File: src/rtl/palette_ram_wr_pkg.sv
// Shared NES constants for the palette RAM write path: base page, init colour, FSM states, increments.
// No logic; constants and a small helper only.
// No flow control in this file.
package palette_ram_wr_pkg;

  // VRAM page (vaddr[13:8]) that maps onto the palette
  localparam logic [5:0]  PAL_BASE    = 6'h3F;
  // Colour written into every entry by the post-reset fill
  localparam logic [5:0]  INIT_COLOUR = 6'h0F;
  // Number of palette entries; the fill counter is sized to cover exactly these
  localparam int          PAL_ENTRIES = 32;
  localparam logic [4:0]  LAST_ENTRY  = 5'd31;

  // VRAM address increments after a data-port access
  localparam logic [13:0] INC_ONE     = 14'd1;
  localparam logic [13:0] INC_ROW     = 14'd32;

  // INIT fills the palette, IDLE accepts CPU accesses
  typedef enum logic {
    ST_INIT = 1'b0,
    ST_IDLE = 1'b1
  } pal_state_t;

  // Select the post-access VRAM address step
  function automatic logic [13:0] vaddr_step(input logic inc32);
    return inc32 ? INC_ROW : INC_ONE;
  endfunction

endpackage

File: src/rtl/palette_ram_wr_mirror.sv
// Palette index mirror: 0x10/0x14/0x18/0x1C alias onto 0x00/0x04/0x08/0x0C.
// Purely combinational, zero latency.
// No flow control.
module palette_mirror (
  input  logic [4:0] idx,
  output logic [4:0] mirrored
);

  // Sprite backdrop slots share storage with the matching background slots
  always_comb begin
    mirrored = idx;
    if (idx[4] && (idx[1:0] == 2'b00)) begin
      mirrored = {1'b0, idx[3:0]};
    end
  end

endmodule

File: src/rtl/palette_ram_wr.sv
// 32x6 palette RAM with NES-style address/data CPU ports; optional readback under PALETTE_READBACK_EN.
// Writes land one cycle after the strobe; renderer read is combinational; readback registers 1 cycle later.
// ready is low during the 32-cycle post-reset fill; CPU strobes are dropped while it is low.
module palette_ram_wr
  import palette_ram_wr_pkg::*;
(
  input  logic        clk,
  input  logic        rst,
  input  logic        cpu_we,
  input  logic        cpu_sel,
  input  logic [7:0]  cpu_din,
  input  logic        inc32,
`ifdef PALETTE_READBACK_EN
  input  logic        cpu_re,
  output logic [7:0]  cpu_dout,
`endif
  output logic        ready,
  output logic [13:0] vaddr,
  input  logic [4:0]  rd_addr,
  output logic [5:0]  rd_dout
);

  pal_state_t  state;
  logic [4:0]  init_cnt;
  logic        w;

  logic [5:0]  pal [PAL_ENTRIES];

  logic [4:0]  wr_idx;
  logic [4:0]  rnd_idx;

  logic        acc_we;
  logic        addr_wr;
  logic        data_wr;
  logic        data_acc;
  logic        pal_hit;

  logic        pal_we;
  logic [4:0]  pal_widx;
  logic [5:0]  pal_wdat;

  // Write path and renderer path each get their own mirror
  palette_mirror u_mirror_wr (
    .idx      (vaddr[4:0]),
    .mirrored (wr_idx)
  );

  palette_mirror u_mirror_rnd (
    .idx      (rd_addr),
    .mirrored (rnd_idx)
  );

`ifdef PALETTE_READBACK_EN
  logic        acc_re;
  logic [4:0]  rb_idx;

  palette_mirror u_mirror_rb (
    .idx      (vaddr[4:0]),
    .mirrored (rb_idx)
  );

  // A read sharing a cycle with a write is dropped; the write wins
  assign acc_re   = ready & cpu_re & cpu_sel & ~cpu_we;
`endif

  assign acc_we  = ready & cpu_we;
  assign addr_wr = acc_we & ~cpu_sel;
  assign data_wr = acc_we & cpu_sel;
  assign pal_hit = (vaddr[13:8] == PAL_BASE);

`ifdef PALETTE_READBACK_EN
  assign data_acc = data_wr | acc_re;
`else
  assign data_acc = data_wr;
`endif

  // Palette write port arbitration: the fill owns the RAM in INIT, the CPU data port in IDLE
  always_comb begin
    pal_we   = 1'b0;
    pal_widx = init_cnt;
    pal_wdat = INIT_COLOUR;
    if (state == ST_INIT) begin
      pal_we   = 1'b1;
      pal_widx = init_cnt;
      pal_wdat = INIT_COLOUR;
    end else if (data_wr && pal_hit) begin
      pal_we   = 1'b1;
      pal_widx = wr_idx;
      pal_wdat = cpu_din[5:0];
    end
  end

  // Palette storage; deliberately not reset, the fill rewrites every entry
  always_ff @(posedge clk) begin
    if (pal_we) begin
      pal[pal_widx] <= pal_wdat;
    end
  end

  // Renderer lookup, same-cycle
  assign rd_dout = pal[rnd_idx];

  // Control FSM: init fill, address-port toggle, VRAM address stepping and readback register
  always_ff @(posedge clk or posedge rst) begin
    if (rst) begin
      state    <= ST_INIT;
      init_cnt <= 5'd0;
      vaddr    <= 14'd0;
      w        <= 1'b0;
      ready    <= 1'b0;
`ifdef PALETTE_READBACK_EN
      cpu_dout <= 8'd0;
`endif
    end else begin
      case (state)
        ST_INIT: begin
          init_cnt <= init_cnt + 5'd1;
          if (init_cnt == LAST_ENTRY) begin
            state <= ST_IDLE;
            ready <= 1'b1;
          end
        end
        ST_IDLE: begin
          if (addr_wr) begin
            // High byte first; only 6 bits of it exist in the 14-bit address
            if (!w) begin
              vaddr[13:8] <= cpu_din[5:0];
            end else begin
              vaddr[7:0]  <= cpu_din;
            end
            w <= ~w;
          end else if (data_acc) begin
            // 14-bit add wraps naturally at the top of VRAM
            vaddr <= vaddr + vaddr_step(inc32);
          end
`ifdef PALETTE_READBACK_EN
          if (acc_re) begin
            cpu_dout <= {2'b00, pal[rb_idx]};
          end
`endif
        end
        default: begin
          state <= ST_INIT;
          ready <= 1'b0;
        end
      endcase
    end
  end

endmodule

File: config.mk
export PLATFORM = sky130hd
export DESIGN_NAME = palette_ram_wr
export DESIGN_NICKNAME = d
export VERILOG_FILES = /design/src/rtl/palette_ram_wr_pkg.sv /design/src/rtl/palette_ram_wr_mirror.sv /design/src/rtl/palette_ram_wr.sv
export SDC_FILE = /design/constraint.sdc
export NUM_CORES = 1
export LEC_CHECK = 0
export ABC_AREA = 1
export CORE_ASPECT_RATIO = 1.25
export CORE_MARGIN = 2
export CORE_UTILIZATION = 47
export CTS_CLUSTER_DIAMETER = 60
export DETAILED_ROUTE_END_ITERATION = 16
export PLACE_DENSITY = 0.71
export SETUP_SLACK_MARGIN = 0.1
export SLEW_MARGIN = 20
export SYNTH_ARGS = -nofsm -noshare
export SYNTH_HDL_FRONTEND = slang
export SYNTH_HIERARCHICAL = 1
export SYNTH_SLANG_ARGS = --single-unit
export TNS_END_PERCENT = 10
File: constraint.sdc
create_clock -name clk -period 6.32 [get_ports clk]
set_clock_uncertainty 0.2 [all_clocks]
set_input_delay 1.58 -clock clk [delete_from_list [all_inputs] [get_ports clk]]
set_output_delay 1.58 -clock clk [all_outputs]
set_load 0.01 [all_outputs]
**Word level (Yosys, flattened, before mapping)**

Memories as Yosys holds them, arrays and structs flattened.
Cells that the tools add are included.

- Input bits: 18
- Output and inout bits: 21
- Memories: 1
- Word-level logic and storage cells: 46
- Memory bits (writable): 192
- Register bits after elaboration: 22

Memory list:

| memory | depth | width | read ports | clocked after memory_dff | wr ports | RTL line | RTL |
|---|---|---|---|---|---|---|---|
| pal | 32 | 6 | 1 | 0 | 1 | palette_ram_wr.sv:27 | `logic [5:0] pal [PAL_ENTRIES];` |

- Add/subtract/negate cells: 2
- Equal/unequal tests: 4
- Bitwise logic cells: 6
- Reductions and logical operators: 10
- Multiplexer cells: 17

Operators by type and width:

| kind | number |
|---|---|
| 2-to-1 mux 14 bit | 2 |
| 2-to-1 mux 6 bit | 4 |
| 2-to-1 mux 5 bit | 4 |
| adder 14 x 6 -> 14 bit | 1 |
| 2-to-1 mux 8 bit | 1 |
| equality test 6 bit, second input constant | 1 |
| 2-to-1 mux 1 bit | 6 |
| AND reduction 3 bit | 2 |
| adder 5 x 1 -> 5 bit, second input constant | 1 |
| equality test 5 bit, second input constant | 1 |
| zero test 2 bit | 2 |
| inequality test 2 bit, second input constant | 2 |
| AND reduction 2 bit | 2 |
| AND 1 bit | 3 |
| logical AND 1 bit | 3 |
| NOT 1 bit | 3 |
| nonzero test 2 bit | 1 |

**Longest topological paths before layout**

Gate-level depths: netlist of the first run.

- Depth after elaboration: 7
- Mapped depth: 13
- Mapped depth without buffers: 11

**Cells and area by module**

Netlist of the first run, hierarchy kept.

Modules (own cells, without submodules):

| module | area each (µm²) | cells an instance | times used | seq. area each (µm²) |
|---|---|---|---|---|
| palette_ram_wr | 9,441.6 | 930 | 1 | 6,316.1 |
| palette_mirror | 41.3 | 7 | 2 | 0.0 |

**Worst setup path before layout of the first run**

OpenSTA, ideal clock, no wires.

- Path kind: input port to output port
- From: in rd_addr[0]
- To: out rd_dout[1]
- Path buffers: 4
- Data required time: 4.540 ns
- Data arrival time: 2.717 ns
- Slack: 1.823 ns
- Cell stages on the path: 13
- Path through: buf_4 -> buf_2 -> inv_2 -> buf_2 -> buf_4 -> nand2_1 -> nand3_1 -> nand3_1 -> nand2_1 -> nand2_1 -> nand2_1 -> nand2_1 -> nand2_1

- Word-level cells in the longest chain between the ends: 4

RTL lines:

| element | RTL line | RTL |
|---|---|---|
| start: declaration | palette_ram_wr.sv:19 | `input logic [4:0] rd_addr,` |
| zero test 2 bit | palette_ram_wr_mirror.sv:12 | `if (idx[4] && (idx[1:0] == 2'b00)) begin` |
| logical AND 1 bit | palette_ram_wr_mirror.sv:12 |  |
| 2-to-1 mux 5 bit (*) | palette_ram_wr_mirror.sv:12 |  |
| memory read (32 x 6 bit) (*) | n/a |  |
| end: declaration | palette_ram_wr.sv:20 | `output logic [5:0] rd_dout` |

Every way passes the cells marked *; elsewhere a longest branch is shown, timed or not.

**Final worst setup path of the first run**

- From: in rd_addr[2]
- To: out rd_dout[2]

- Word-level cells in the longest chain between the ends: 2

RTL lines:

| element | RTL line |
|---|---|
| 2-to-1 mux 5 bit | palette_ram_wr_mirror.sv:12 |
| memory read (32 x 6 bit) | n/a |

Every way passes these cells.

==> results.json, run 1 <==
{
  "status": "finished clean",
  "cts_buffers": 22,
  "cp.required_ns": 4.54,
  "grt_pass1_wl_um": 34500,
  "start_util_pct": 47.6,
  "synth.distinct_cells": 30,
  "yosysTopAreaCell": "edfxtp_1",
  "synth_top_area_share_pct": 60.5,
  "grt-ovfl-total": 0,
  "final_util_pct": 53.9,
  "ys_ff_latch": 214,
  "route.detailed.drc": 0,
  "cts_resized": 0,
  "dieArea_mm2": 0.0214,
  "cts_setup_buffers": 0,
  "critical_path_class": "in -> out",
  "clk_latency_ns": 0.51,
  "synthTopCellsByArea": "edfxtp_1 61%, nand2_1 14%, nand3_1 8.7%, dfrtp_1 5.8%, nor2_1 2.8%",
  "whs_endpoint": "w",
  "antenna_found_initial": 0,
  "cts-root-buf": "clkbuf_16",
  "grtUsageTotal_pct": 20.6,
  "syn-mean-instance-area_um2": 10.1,
  "multi_input_area_mm2": 0.00283,
  "r2r-end": "pal[10][5]",
  "rows": 58,
  "die_w_um": 131,
  "finalHoldViolations": 0,
  "synth_edf_count": 192,
  "crit_path_end_kind": "output pin",
  "ys_seq_area_share_pct": 66.3,
  "crit_top_cell": "nand2_1",
  "cp_cell_sequence": "clkdlybuf4s50_1, inv_1, buf_4, nand3_1, nand2_1, nand2_1, nand2_1, nand2_1, nand2_1, clkdlybuf4s50_1",
  "power.density_mw_per_mm2": 314,
  "clk_pin_slew_ns": 0.06,
  "drive_above_1_share_pct": 7.24,
  "cts_buffer_depth": 3,
  "max_cap_viol_count": 0,
  "wl_um": 22000,
  "min_path_cells": 1,
  "leakage_uw": 0.00402,
  "relSlewSlack_pct": 38.6,
  "postSynthCellCount": 944,
  "die_h_um": 163,
  "final.setup.tns_ns": 0,
  "ant_nets": 0,
  "finalSetupViolations": 0,
  "r2r-start": "vaddr[8]",
  "routabilityCongestion": 0.914,
  "rr_worst_depth": 6,
  "worstMarginPinSlew_ns": 0.920,
  "worstPathArrival_ns": 3.79,
  "min_from": "w",
  "critPathMaxStageDelay_ns": 0.71,
  "vias_per_cell": 5.29,
  "core_area_mm2": 0.0200,
  "irDropWorstVdd_v": 0.000214,
  "vias": 6615,
  "drt_iter0_markers": 578,
  "synthArstFlopShare_pct": 10.3,
  "hp-class": "reg -> reg",
  "syn_nets": 967,
  "ff2ff_setup_slack_ns": 3.27,
  "first_pass_iters": 5,
  "grt_max_degree": 98,
  "slew_violations": 0,
  "regArea_mm2": 0.00632,
  "fin_hold_ws_ns": 0.299,
  "nets": 989,
  "hpwl_um": 14000,
  "max_freq_mhz": 180,
  "io_buffers": 38,
  "rsz0062_at_grt": "no",
  "routedWlPerCell_um": 17.6,
  "io_pins": 39,
  "mappedNetlistArea_mm2": 0.00952,
  "critPathSlowestCell": "clkdlybuf4s50_1",
  "fin_crit_ns": 5.57,
  "cp_max_fo": 14,
  "clock_sinks": 214,
  "htree_levels": 1,
  "yosysWarnings": 6,
  "tritoncts": "done",
  "synth_top_flop_cell": "edfxtp_1",
  "start_kind": "input pin",
  "area_growth_pct": 13.3,
  "antenna_cells": 0,
  "grt_pass1_vias": 6459,
  "hold_buffers": 0,
  "fin_crit_sh_pct": 88.1,
  "num-fill-cells": 1772
}
==> worst max-delay path by stage <==
stage,start,endpoint
CTS,rd_addr[2],rd_dout[2]
global placement,rd_addr[2],rd_dout[4]
floorplan,rd_addr[0],rd_dout[1]
global route,rd_addr[2],rd_dout[4]
finish,rd_addr[2],rd_dout[2]
detailed placement,rd_addr[2],rd_dout[2]
==> layout by cell type, fill, tap and decap left out, types with 2 or more instances in the layout <==
cell             count
buf_12               2
buf_4                8
clkinv_2             6
dfrtp_1             22
clkbuf_8             2
nor2_2               4
clkdlybuf4s50_1     36
a21oi_1             17
or2_2                5
inv_1               34
nand3_1            165
o21ai_0             11
edfxtp_1           192
clkinv_4             4
nand2_2              3
buf_2                2
nor3_1               2
xor2_1               2
nand3_2              3
nand2_1            344
a31oi_1              2
ha_1                 5
clkbuf_16           22
clkbuf_1             2
o21ai_2              5
nor2_1              69
==> final cells by class <==
class	count	area share, %
Sequential cell	214	58.5
Multi-Input combinational cell	644	26.2
Clock buffer	26	5.43
Timing Repair Buffer	48	4.36
Tap cell	270	3.13
Inverter	36	1.30
Clock inverter	13	1.06
==> flip-flops by register name (all words and copies together) (netlist names) <==
| register | flops |
|---|---|
| pal | 192 |
| ready | 1 |
| vaddr | 14 |
| w | 1 |
| init_cnt | 5 |
| state | 1 |
==> through the flow <==
step,power (uW),area (um2),setup WS [ns],instances
after floorplan,1990,9520,1.82,944
after global placement,2170,10100,0.817,1212
after detailed placement,2180,10100,0.793,1212
after CTS,3410,10800,0.789,1251
after global routing,3530,10800,0.661,1251
final,3390,10800,0.749,1251
==> Yosys cell counts, drive strengths merged, types with 2 or more instances <==
master  count
a21oi      17
a31oi       2
buf        29
clkbuf     21
dfrtp      22
edfxtp    192
ha          5
inv        35
nand2     347
nand3     168
nor2       74
nor3        2
o21ai      16
or2         5
xor2        2
==> report_power, final <==
group          switching, uW  internal, uW  total (uW)
clock                    533           709        1240
combinational            285           206         492
sequential              81.0          1580        1660
==> kinds of logic after synthesis <==
logic type,Yosys count,synth area share (%)
and+or+nand+nor,596,26.2
DFF,214,66.3
buffers and inverters,86,4.13
AOI/OAI and AO/OA,40,2.46
adders and majority gates,5,0.657
xor gates and xnor gates,3,0.276
==> routing by layer <==
metal	global-route usage [%]	vias to the layer above	wire (um)
met4	8.50	0	759
met2	36.1	214	10900
met1	26.1	3114	9110
met5	0	-	0
met3	2.79	51	1200
li1	-	3236	-
==> critical path: cells and delay by family <==
family | cells | cell delay [ns]
buffers and inverters | 4 | 1.66
and+or+nand+nor | 6 | 0.55
No activity file was read; power rests on OpenSTA's default activity.
==> run 2: changes to the inputs <==
--- a/config.mk
+++ b/config.mk
@@ -6,12 +6,14 @@
 export NUM_CORES = 1
 export LEC_CHECK = 0
 export ABC_AREA = 1
+export CELL_PAD_IN_SITES_DETAIL_PLACEMENT = 2
+export CELL_PAD_IN_SITES_GLOBAL_PLACEMENT = 2
 export CORE_ASPECT_RATIO = 1.25
 export CORE_MARGIN = 2
-export CORE_UTILIZATION = 47
+export CORE_UTILIZATION = 43
 export CTS_CLUSTER_DIAMETER = 60
 export DETAILED_ROUTE_END_ITERATION = 16
-export PLACE_DENSITY = 0.71
+export PLACE_DENSITY = 0.92
 export SETUP_SLACK_MARGIN = 0.1
 export SLEW_MARGIN = 20
 export SYNTH_ARGS = -nofsm -noshare
==> run 2 against run 1 <==
  * Via count rose by 12%
  * Worst hold slack gained 0.013 ns
  * Routed wire length grew 59%
  * Setup slack worse by 0.082 ns
  * Fmax decreased by 1.4%
==> results.json, run 2 (synthesis gave the netlist of run 1 again) <==
{
  "core_area_mm2": 0.0216,
  "num-fill-cells": 2225,
  "critical_path_class": "in -> out",
  "relSlewSlack_pct": 34.3,
  "tritoncts": "done",
  "ff2ff_setup_slack_ns": 2.94,
  "min_path_cells": 1,
  "crit_path_end_kind": "output pin",
  "r2r-end": "pal[10][4]",
  "hold_buffers": 0,
  "top_register": "pal",
  "drive_above_1_share_pct": 7.22,
  "final_util_pct": 50.2,
  "route.detailed.drc": 0,
  "final.setup.tns_ns": 0,
  "worstMarginPinSlew_ns": 0.984,
  "cp_cell_sequence": "buf_2, inv_1, buf_4, nand3_1, nand3_1, nand2_1, nand2_1, nand2_1, nand2_1, nand2_1, clkdlybuf4s50_1",
  "grt-ovfl-total": 0,
  "leakage_uw": 0.00404,
  "io_pins": 39,
  "area_growth_pct": 14.0,
  "ant_nets": 0,
  "die_h_um": 170,
  "largestRegisters": "pal (192), vaddr (14), init_cnt (5)",
  "vias_per_cell": 5.84,
  "layout_commonest_cell": "nand2_1",
  "drt_iter0_markers": 529,
  "nets": 991,
  "wl_um": 35000,
  "first_pass_iters": 5,
  "critPathSlowestCell": "buf_4",
  "antenna_found_initial": 0,
  "rows": 60,
  "start_util_pct": 44.1,
  "routabilityCongestion": 0.823,
  "cts_resized": 0,
  "io_buffers": 38,
  "critPathMaxStageDelay_ns": 0.50,
  "cts_buffer_depth": 3,
  "clk_latency_ns": 0.51,
  "multi_input_area_mm2": 0.00282,
  "rsz0062_at_grt": "no",
  "finalPower_uw": 3560,
  "worstPathArrival_ns": 3.87,
  "cts_buffers": 22,
  "min_from": "w",
  "die_w_um": 137,
  "slew_violations": 0,
  "largest_reg_flops": 192,
  "fin_crit_ns": 5.65,
  "cp.required_ns": 4.54,
  "status": "finished clean",
  "vias": 7379,
  "clock_sinks": 214,
  "fin_crit_sh_pct": 89.4,
  "finalHoldViolations": 0,
  "rr_worst_depth": 8,
  "stdcell_count": 1263,
  "grt_pass1_vias": 8277,
  "dieArea_mm2": 0.0234,
  "start_kind": "input pin",
  "power.density_mw_per_mm2": 328,
  "irDropWorstVdd_v": 0.000204,
  "r2r-start": "vaddr[8]",
  "antenna_cells": 0,
  "crit_top_cell": "nand2_1",
  "grt_pass1_wl_um": 52800,
  "cts-root-buf": "clkbuf_16",
  "max_freq_mhz": 177,
  "regArea_mm2": 0.00632,
  "grt_max_degree": 98,
  "hp-class": "reg -> reg",
  "htree_levels": 1,
  "grtUsageTotal_pct": 31.1,
  "hpwl_um": 22600,
  "whs_endpoint": "w",
  "finalSetupViolations": 0,
  "fin_hold_ws_ns": 0.313,
  "clk_pin_slew_ns": 0.06,
  "cts_setup_buffers": 0,
  "final_cell_mix": "344 x nand2_1, 192 x edfxtp_1, 165 x nand3_1",
  "cp_max_fo": 48,
  "dp.cells": 1223,
  "max_cap_viol_count": 0,
  "routedWlPerCell_um": 27.7
}
==> run 2: cell count changes in the layout (fill, tap and decap cells not counted) <==
cell	delta
buf_12	+2
bufinv_16	+1
clkbuf_1	+4
clkbuf_16	+1
clkinv_1	-1
clkinv_2	-1
clkinv_4	-3
clkinv_8	-1
clkinvlp_4	+1
nor2_2	+1
nor2_4	-1
==> run 2: routing by layer <==
layer | up-vias | track usage, % | wire [um]
met5 | - | 0 | 0
met4 | 0 | 15.5 | 1980
met3 | 106 | 5.33 | 1980
met2 | 290 | 55.5 | 18300
met1 | 3748 | 35.7 | 12700
li1 | 3235 | - | -
==> run 2: worst max-delay path by stage <==
stage	from	slack, ns	depth (start not counted)	end
3_5_place_dp	rd_addr[1]	0.74	11	rd_dout[0]
5_1_grt	rd_addr[1]	0.53	11	rd_dout[0]
6_report	rd_addr[1]	0.67	11	rd_dout[0]
2_1_floorplan	rd_addr[0]	1.82	13	rd_dout[1]
4_1_cts	rd_addr[1]	0.64	11	rd_dout[0]
3_3_place_gp	rd_addr[1]	0.95	11	rd_dout[0]
==> run 2: through the flow <==
| step | cell area, um2 | worst slack (ns) |
|---|---|---|
| after detailed placement | 10100 | 0.737 |
| after CTS | 10900 | 0.643 |
| after global placement | 10100 | 0.950 |
| after global routing | 10900 | 0.532 |
| after floorplan | 9520 | 1.82 |
| final | 10900 | 0.667 |
==> run 2: area by class of cell <==
type	count	area share (%)
clock buffers	31	5.76
clock inverters	9	0.922
inverters	36	1.29
multi-input cells	644	26.0
flip-flops and latches	214	58.1
well taps	279	3.21
repair buffers	50	4.70
==> run 2: worst max-delay path: cells and delay by family <==
kind / cells / cell delay (ns)
and+or+nand+nor: 7 / 1.05
buffers and inverters: 4 / 1.21
==> run 2: where the power goes <==
part / internal, uW / switching [uW]
combinational: 209 / 337
clock: 774 / 566
sequential: 1580 / 96.1
total: 2560 / 1000
